`src/rtl/debounce_pkg.sv`:
```
// Shared types and defaults for the input debouncer: per-channel FSM state encoding
// and the default stability count.
package debounce_pkg;

    typedef enum logic [1:0] {
        STABLE_LO = 2'd0,
        WAIT_HI   = 2'd1,
        STABLE_HI = 2'd2,
        WAIT_LO   = 2'd3
    } state_e;

    localparam int DEFAULT_CNT_MAX = 1_000_000;

endpackage

```
`src/rtl/debounce_channel.sv`:
```
// One debounced input: synchroniser, stability FSM with counter, and edge pulses
// that are built only when DEBOUNCE_EDGE_PULSE_EN is defined (tied to 0 otherwise).
module debounce_channel
    import debounce_pkg::*;
#(
    parameter int CNT_MAX     = DEFAULT_CNT_MAX,
    parameter int SYNC_STAGES = 2
) (
    input  logic clk,
    input  logic rst,
    input  logic raw_i,
    output logic clean_o,
    output logic rise_o,
    output logic fall_o
);

    localparam int            CW       = $clog2(CNT_MAX);
    localparam logic [CW-1:0] CNT_LAST = CW'(CNT_MAX - 1);

    logic [SYNC_STAGES-1:0] sync_q;
    logic                   s;
    state_e                 state_q, state_d;
    logic [CW-1:0]          cnt_q, cnt_d;
    logic                   clean_q, clean_d;

    assign s = sync_q[SYNC_STAGES-1];

    // NOTE: sequential state always uses non-blocking assignments so every flop samples pre-edge values.
    always_ff @(posedge clk or posedge rst) begin
        if (rst) begin
            sync_q  <= '0;
            state_q <= STABLE_LO;
            cnt_q   <= '0;
            clean_q <= 1'b0;
        end else begin
            sync_q  <= {sync_q[SYNC_STAGES-2:0], raw_i};
            state_q <= state_d;
            cnt_q   <= cnt_d;
            clean_q <= clean_d;
        end
    end

    // NOTE: defaults first, so no path through the case can leave a variable unassigned (no latches).
    always_comb begin
        state_d = state_q;
        cnt_d   = cnt_q;
        clean_d = clean_q;
        case (state_q)
            STABLE_LO: if (s) begin
                state_d = WAIT_HI;
                cnt_d   = '0;
            end
            WAIT_HI: begin
                if (!s) begin
                    state_d = STABLE_LO;
                    cnt_d   = '0;
                end else if (cnt_q == CNT_LAST) begin
                    state_d = STABLE_HI;
                    clean_d = 1'b1;
                    cnt_d   = '0;
                end else begin
                    cnt_d = cnt_q + 1'b1;
                end
            end
            STABLE_HI: if (!s) begin
                state_d = WAIT_LO;
                cnt_d   = '0;
            end
            WAIT_LO: begin
                if (s) begin
                    state_d = STABLE_HI;
                    cnt_d   = '0;
                end else if (cnt_q == CNT_LAST) begin
                    state_d = STABLE_LO;
                    clean_d = 1'b0;
                    cnt_d   = '0;
                end else begin
                    cnt_d = cnt_q + 1'b1;
                end
            end
            default: begin
                state_d = STABLE_LO;
                cnt_d   = '0;
            end
        endcase
    end

    assign clean_o = clean_q;

`ifdef DEBOUNCE_EDGE_PULSE_EN
    logic rise_q, fall_q;

    // Pulses are registered from the same next-state as clean, so they line up with its change.
    always_ff @(posedge clk or posedge rst) begin
        if (rst) begin
            rise_q <= 1'b0;
            fall_q <= 1'b0;
        end else begin
            rise_q <= clean_d & ~clean_q;
            fall_q <= ~clean_d & clean_q;
        end
    end

    assign rise_o = rise_q;
    assign fall_o = fall_q;
`else
    assign rise_o = 1'b0;
    assign fall_o = 1'b0;
`endif

endmodule

```
`src/rtl/input_debouncer.sv`:
```
// WIDTH independent debounced inputs; wiring only around debounce_channel.
// Edge pulses on rise/fall exist only when DEBOUNCE_EDGE_PULSE_EN is defined.
module input_debouncer
    import debounce_pkg::*;
#(
    parameter int WIDTH       = 2,
    parameter int CNT_MAX     = DEFAULT_CNT_MAX,
    parameter int SYNC_STAGES = 2
) (
    input  logic             clk,
    input  logic             rst,
    input  logic [WIDTH-1:0] raw,
    output logic [WIDTH-1:0] clean,
    output logic [WIDTH-1:0] rise,
    output logic [WIDTH-1:0] fall
);

    for (genvar i = 0; i < WIDTH; i++) begin : g_ch
        debounce_channel #(
            .CNT_MAX     (CNT_MAX),
            .SYNC_STAGES (SYNC_STAGES)
        ) u_ch (
            .clk     (clk),
            .rst     (rst),
            .raw_i   (raw[i]),
            .clean_o (clean[i]),
            .rise_o  (rise[i]),
            .fall_o  (fall[i])
        );
    end

endmodule

```
`config.mk`:
```
export PLATFORM = sky130hd
export DESIGN_NAME = input_debouncer
export DESIGN_NICKNAME = d
export VERILOG_FILES = /design/src/rtl/debounce_pkg.sv /design/src/rtl/debounce_channel.sv /design/src/rtl/input_debouncer.sv
export SDC_FILE = /design/constraint.sdc
export NUM_CORES = 1
export LEC_CHECK = 0
export CAP_MARGIN = 20
export CORE_ASPECT_RATIO = 0.8
export CORE_MARGIN = 2
export CORE_UTILIZATION = 50
export CTS_CLUSTER_SIZE = 40
export DETAILED_ROUTE_END_ITERATION = 12
export MAX_ROUTING_LAYER = met4
export PLACE_DENSITY = 0.67
export SLEW_MARGIN = 10
export SYNTH_ARGS = -nofsm -noshare
export SYNTH_HDL_FRONTEND = slang
export SYNTH_SLANG_ARGS = --single-unit
```
`constraint.sdc`:
```
create_clock -name clk -period 2.52 [get_ports clk]
set_input_delay 0.63 -clock clk [delete_from_list [all_inputs] [get_ports clk]]
set_output_delay 0.63 -clock clk [all_outputs]
set_load 0.02 [all_outputs]
```
==> metrics list <==
* Run status: finished clean
* Worst hold path endpoint: g_ch[0].u_ch.sync_q[1]
* Number of hold-slack violations in the final timing report: 0
- Among all cell types in the netlist, the one instantiated most often is dfrtp_1.
- Maximum number of pins on one net before global-route repair: 23
- The final layout contains about 300 nets.
- Largest area contributor in the synthesized netlist: dfrtp_1
- Critical path arrival: between 2000 and 3000 ps
- Worst reg2reg path depth: 6
* Number of flip-flops and latches in the synthesized netlist: 50
- In the synthesized netlist, the number of instances is around 290.
- Area growth from synthesis to final layout: 7.02%
- Yosys mapped a number of flops with a built-in enable equal to 0.
- The compound-cell area share of the yosys netlist was 0.173.
- Of the synthesized area, sequential elements account for 0.462.
- After filler insertion, the fill cell instance count of the layout stands at between 400 and 500.
* Die Outline Area: 6020 sq um
* Arithmetic-cell share of the synthesized area counting full adders, half adders and majority gates: 0.0139
* Die extent in y: about 70 um
- Wires add up to about 5500 um.
- Detailed placement finished with a half-perimeter wire length of 3940 um.
* CTS tree: yes
- Share of the synthesized area in the top cell type: 0.462
* Commonest cells post-synth: dfrtp_1, nand2_1, nand3_1
- After clock tree synthesis, the clock-pin slew on the worst setup and hold paths is about 90 ps.
- Main combinational cell family by area after synthesis: simple AND/OR/NAND/NOR gates
- The worst register-to-register path begins at g_ch[0].u_ch.cnt_q[8].
- Core Box Area: just over 5000 sq um
* Total number of vias: roughly 2100
- RePlAce Congestion: 0.910
- Peak fanout along the critical path: 22
- Wire length of the first global-routing pass: approximately 9300 um
- Leakage: 1.26 nW
- Once detail routing completed, the nets flagged for antenna violations numbered 0.
* Number of core rows: 23
- For the worst setup path, the data required time is around 2700 ps.
- Clock Tree Root: clkbuf_8
- Tightest Hold Check Type: flop to flop
- Setup bufs post-CTS: 0
- Sequential cell area in the final layout: 1250 sq um
- Remaining Overflow, GRT: 0
- Total number of clock tree sinks: 50
* Post-CTS Hold Fix Bufs: 0
* Pwr/cell area: between 400 and 500 nW/um^2
* Worst Clk Skew: a little under 7 ps
* Per-instance average area after synthesis: approximately 9.5 sq um
- In this run the tightest slew margin relative to its limit is 0.519.
* Critical path endpoint category: flop
* Basic-gate share of the synthesized area counting and, or, nand and nor cells: 0.257
- Violation count after the first detailed-route iteration: 165
- VDD sags by at most 0.000227 V.
- Dividing the detail-routed via count by the number of cells gives approximately 6.
- The number of clock buffers added by TritonCTS is 5.
- In this run the number of H-tree levels came out at 2.
- Effective utilization at floorplan: 0.529
- Worst-case setup slack after placement: around 190 ps
* Antenna diodes: 0
- The setup check on the worst reg-to-reg path leaves a slack of 180 ps.
- Post-synthesis instance area: around 2700 sq um
* Area of the multi-input gates: roughly 1300 sq um
- Unrepaired setup endpoints after global routing: no
* Fin area: 2900 sq um
- Layout cell share with drive strength beyond 1: 0.111
- Yosys attributes the largest share of cell area to dfrtp_1, nand3_1, nand2_1, a31oi_1, o21ai_0.
* Setup_tns: 0 ps
- Transition time at the pin with the least slew margin: 721 ps
* Worst Path Class, Setup: flop to flop
- The initial antenna violation count was 0.
* Final setup violation count: 0
- The worst register-to-register path ends at g_ch[0].u_ch.cnt_q[15].
- Final routed DRC violation total: 0
- Post-CTS repair changed the size of 0 cells.
- Dividing the final minimum period by the clock period gives 0.927.
* Initial DRT Pass Iterations: 5
* Max-cap check violation count: 0
* Leading register cell type out of synthesis: dfrtp_1
- Number of buffers on the longest clock path: 2
- Overall fraction of global-route tracks in use: 0.201
* Number of global-route vias before repair: approximately 1900
- Number of slew-limit violations in the final report: 0
* Total of warnings raised by yosys: 0
* Share of synthesized flip-flops with an asynchronous set or reset: 1.00
* Xor/xnor cell area share of the yosys netlist: 0.0162
- Ports: 10
* Count of buffers from port buffering: 5
- Crit path setup slack, layout: between 150 and 200 ps
- Of the post-synthesis cell area, the part taken by muxes is 0.0157.
- The clock reaches the later pin of the worst-skew pair after approximately 300 ps.
- Measured along the x axis, the die boundary spans 86.3 um.
- Count of unique library cells instantiated by Yosys: 48
- After detailed routing, the average wire length per cell comes to 15.4 um.
- HP Start: g_ch[0].u_ch.sync_q[0]
* Startpoint Class: flop
- Maximum clock rate: approximately 0.43 GHz
- Clock period minus worst slack: roughly 2300 ps
* Total cell area at the placement stage: ~2800 sq um
* Instance count along the most critical hold path: 0
-- where the power goes --
part | internal (mW) | switching, mW
clock network | 0.222 | 0.263
registers | 0.817 | 0.0164
logic | 0.0334 | 0.0665
total | 1.07 | 0.346
-- layer usage --
| layer | track usage | vias up | wire length, um |
|---|---|---|---|
| met5 | - | - | 0 |
| met4 | 0.0556 | 0 | 78 |
| met3 | 0.0429 | 11 | 241 |
| met2 | 0.245 | 58 | 2150 |
| met1 | 0.329 | 1000 | 3050 |
| li1 | - | 1070 | - |
-- final cells by class --
cell class	instances	area share
clock buffers	7	0.0298
clock inverters	1	0.00173
inverters	9	0.0117
multi-input cells	213	0.450
flip-flops and latches	50	0.432
well taps	62	0.0268
repair buffers	16	0.0484
-- cell families after synthesis --
logic type | count (synthesis)
mux | 4
simple gates | 125
fa+ha+maj | 3
flops | 50
other cells | 1
compound gates | 72
xor+xnor | 5
buf+inv | 26
-- stage by stage --
| step | std cells | utilization | hold WS (ps) | power [mW] |
|---|---|---|---|---|
| after floorplan | 289 | - | 331 | 0.928 |
| after global placement | 349 | 0.545 | 334 | 0.944 |
| after detailed placement | 350 | 0.548 | 336 | 0.949 |
| after CTS | 358 | 0.566 | 357 | 1.43 |
| after global routing | 358 | 0.566 | 372 | 1.49 |
| final | 358 | 0.566 | 354 | 1.42 |
-- state kept, by name, indices dropped and copies added (netlist names), named ones only --
register,flops
g_ch.u_ch.cnt_q,40
g_ch.u_ch.state_q,2
g_ch.u_ch.clean_o,2
g_ch.u_ch.sync_q,4
-- placed cells by master, fill, tap and decap left out, types with 2 or more instances in the layout --
cell type and instances:
mux2i_1 2, and3_1 9, ha_1 3, a22o_1 8, a41oi_1 2, or2_2 2, and4_1 2, nor4_2 3
a31oi_1 18, a21o_1 6, dfrtp_1 50, conb_1 4, clkbuf_8 6, o21ai_0 17, buf_4 10, nand2b_1 4
or4b_1 2, or3_1 2, or2b_1 2, clkdlybuf4s50_1 5, nand2_1 33, mux2_2 2, a21oi_1 12, and2_1 4
xnor2_1 3, nor3_1 2, a21oi_2 2, nand4_1 8, nand3_1 27, xor2_1 2, nor4_1 4, inv_1 8
nor2_1 14
-- worst max-delay path: stages (launching register included) --
cell	delay (ps)
dfrtp_1	430
or4b_2	710
nor4_2	270
a21oi_2	230
buf_8	220
a21o_1	160
a22o_1	210
-- worst max path at each step --
stage	start	endpoint	slack [ps]	depth (start not counted)
global route	g_ch[0].u_ch.cnt_q[8]	g_ch[0].u_ch.cnt_q[15]	90	6
CTS	g_ch[0].u_ch.cnt_q[8]	g_ch[0].u_ch.cnt_q[15]	180	6
detailed placement	g_ch[0].u_ch.cnt_q[8]	g_ch[0].u_ch.cnt_q[15]	190	6
floorplan	g_ch[1].u_ch.cnt_q[12]	g_ch[1].u_ch.cnt_q[9]	480	6
finish	g_ch[0].u_ch.cnt_q[8]	g_ch[0].u_ch.cnt_q[15]	180	6
global placement	g_ch[0].u_ch.cnt_q[0]	g_ch[0].u_ch.cnt_q[19]	90	6
No activity file was read; power rests on OpenSTA's default activity.
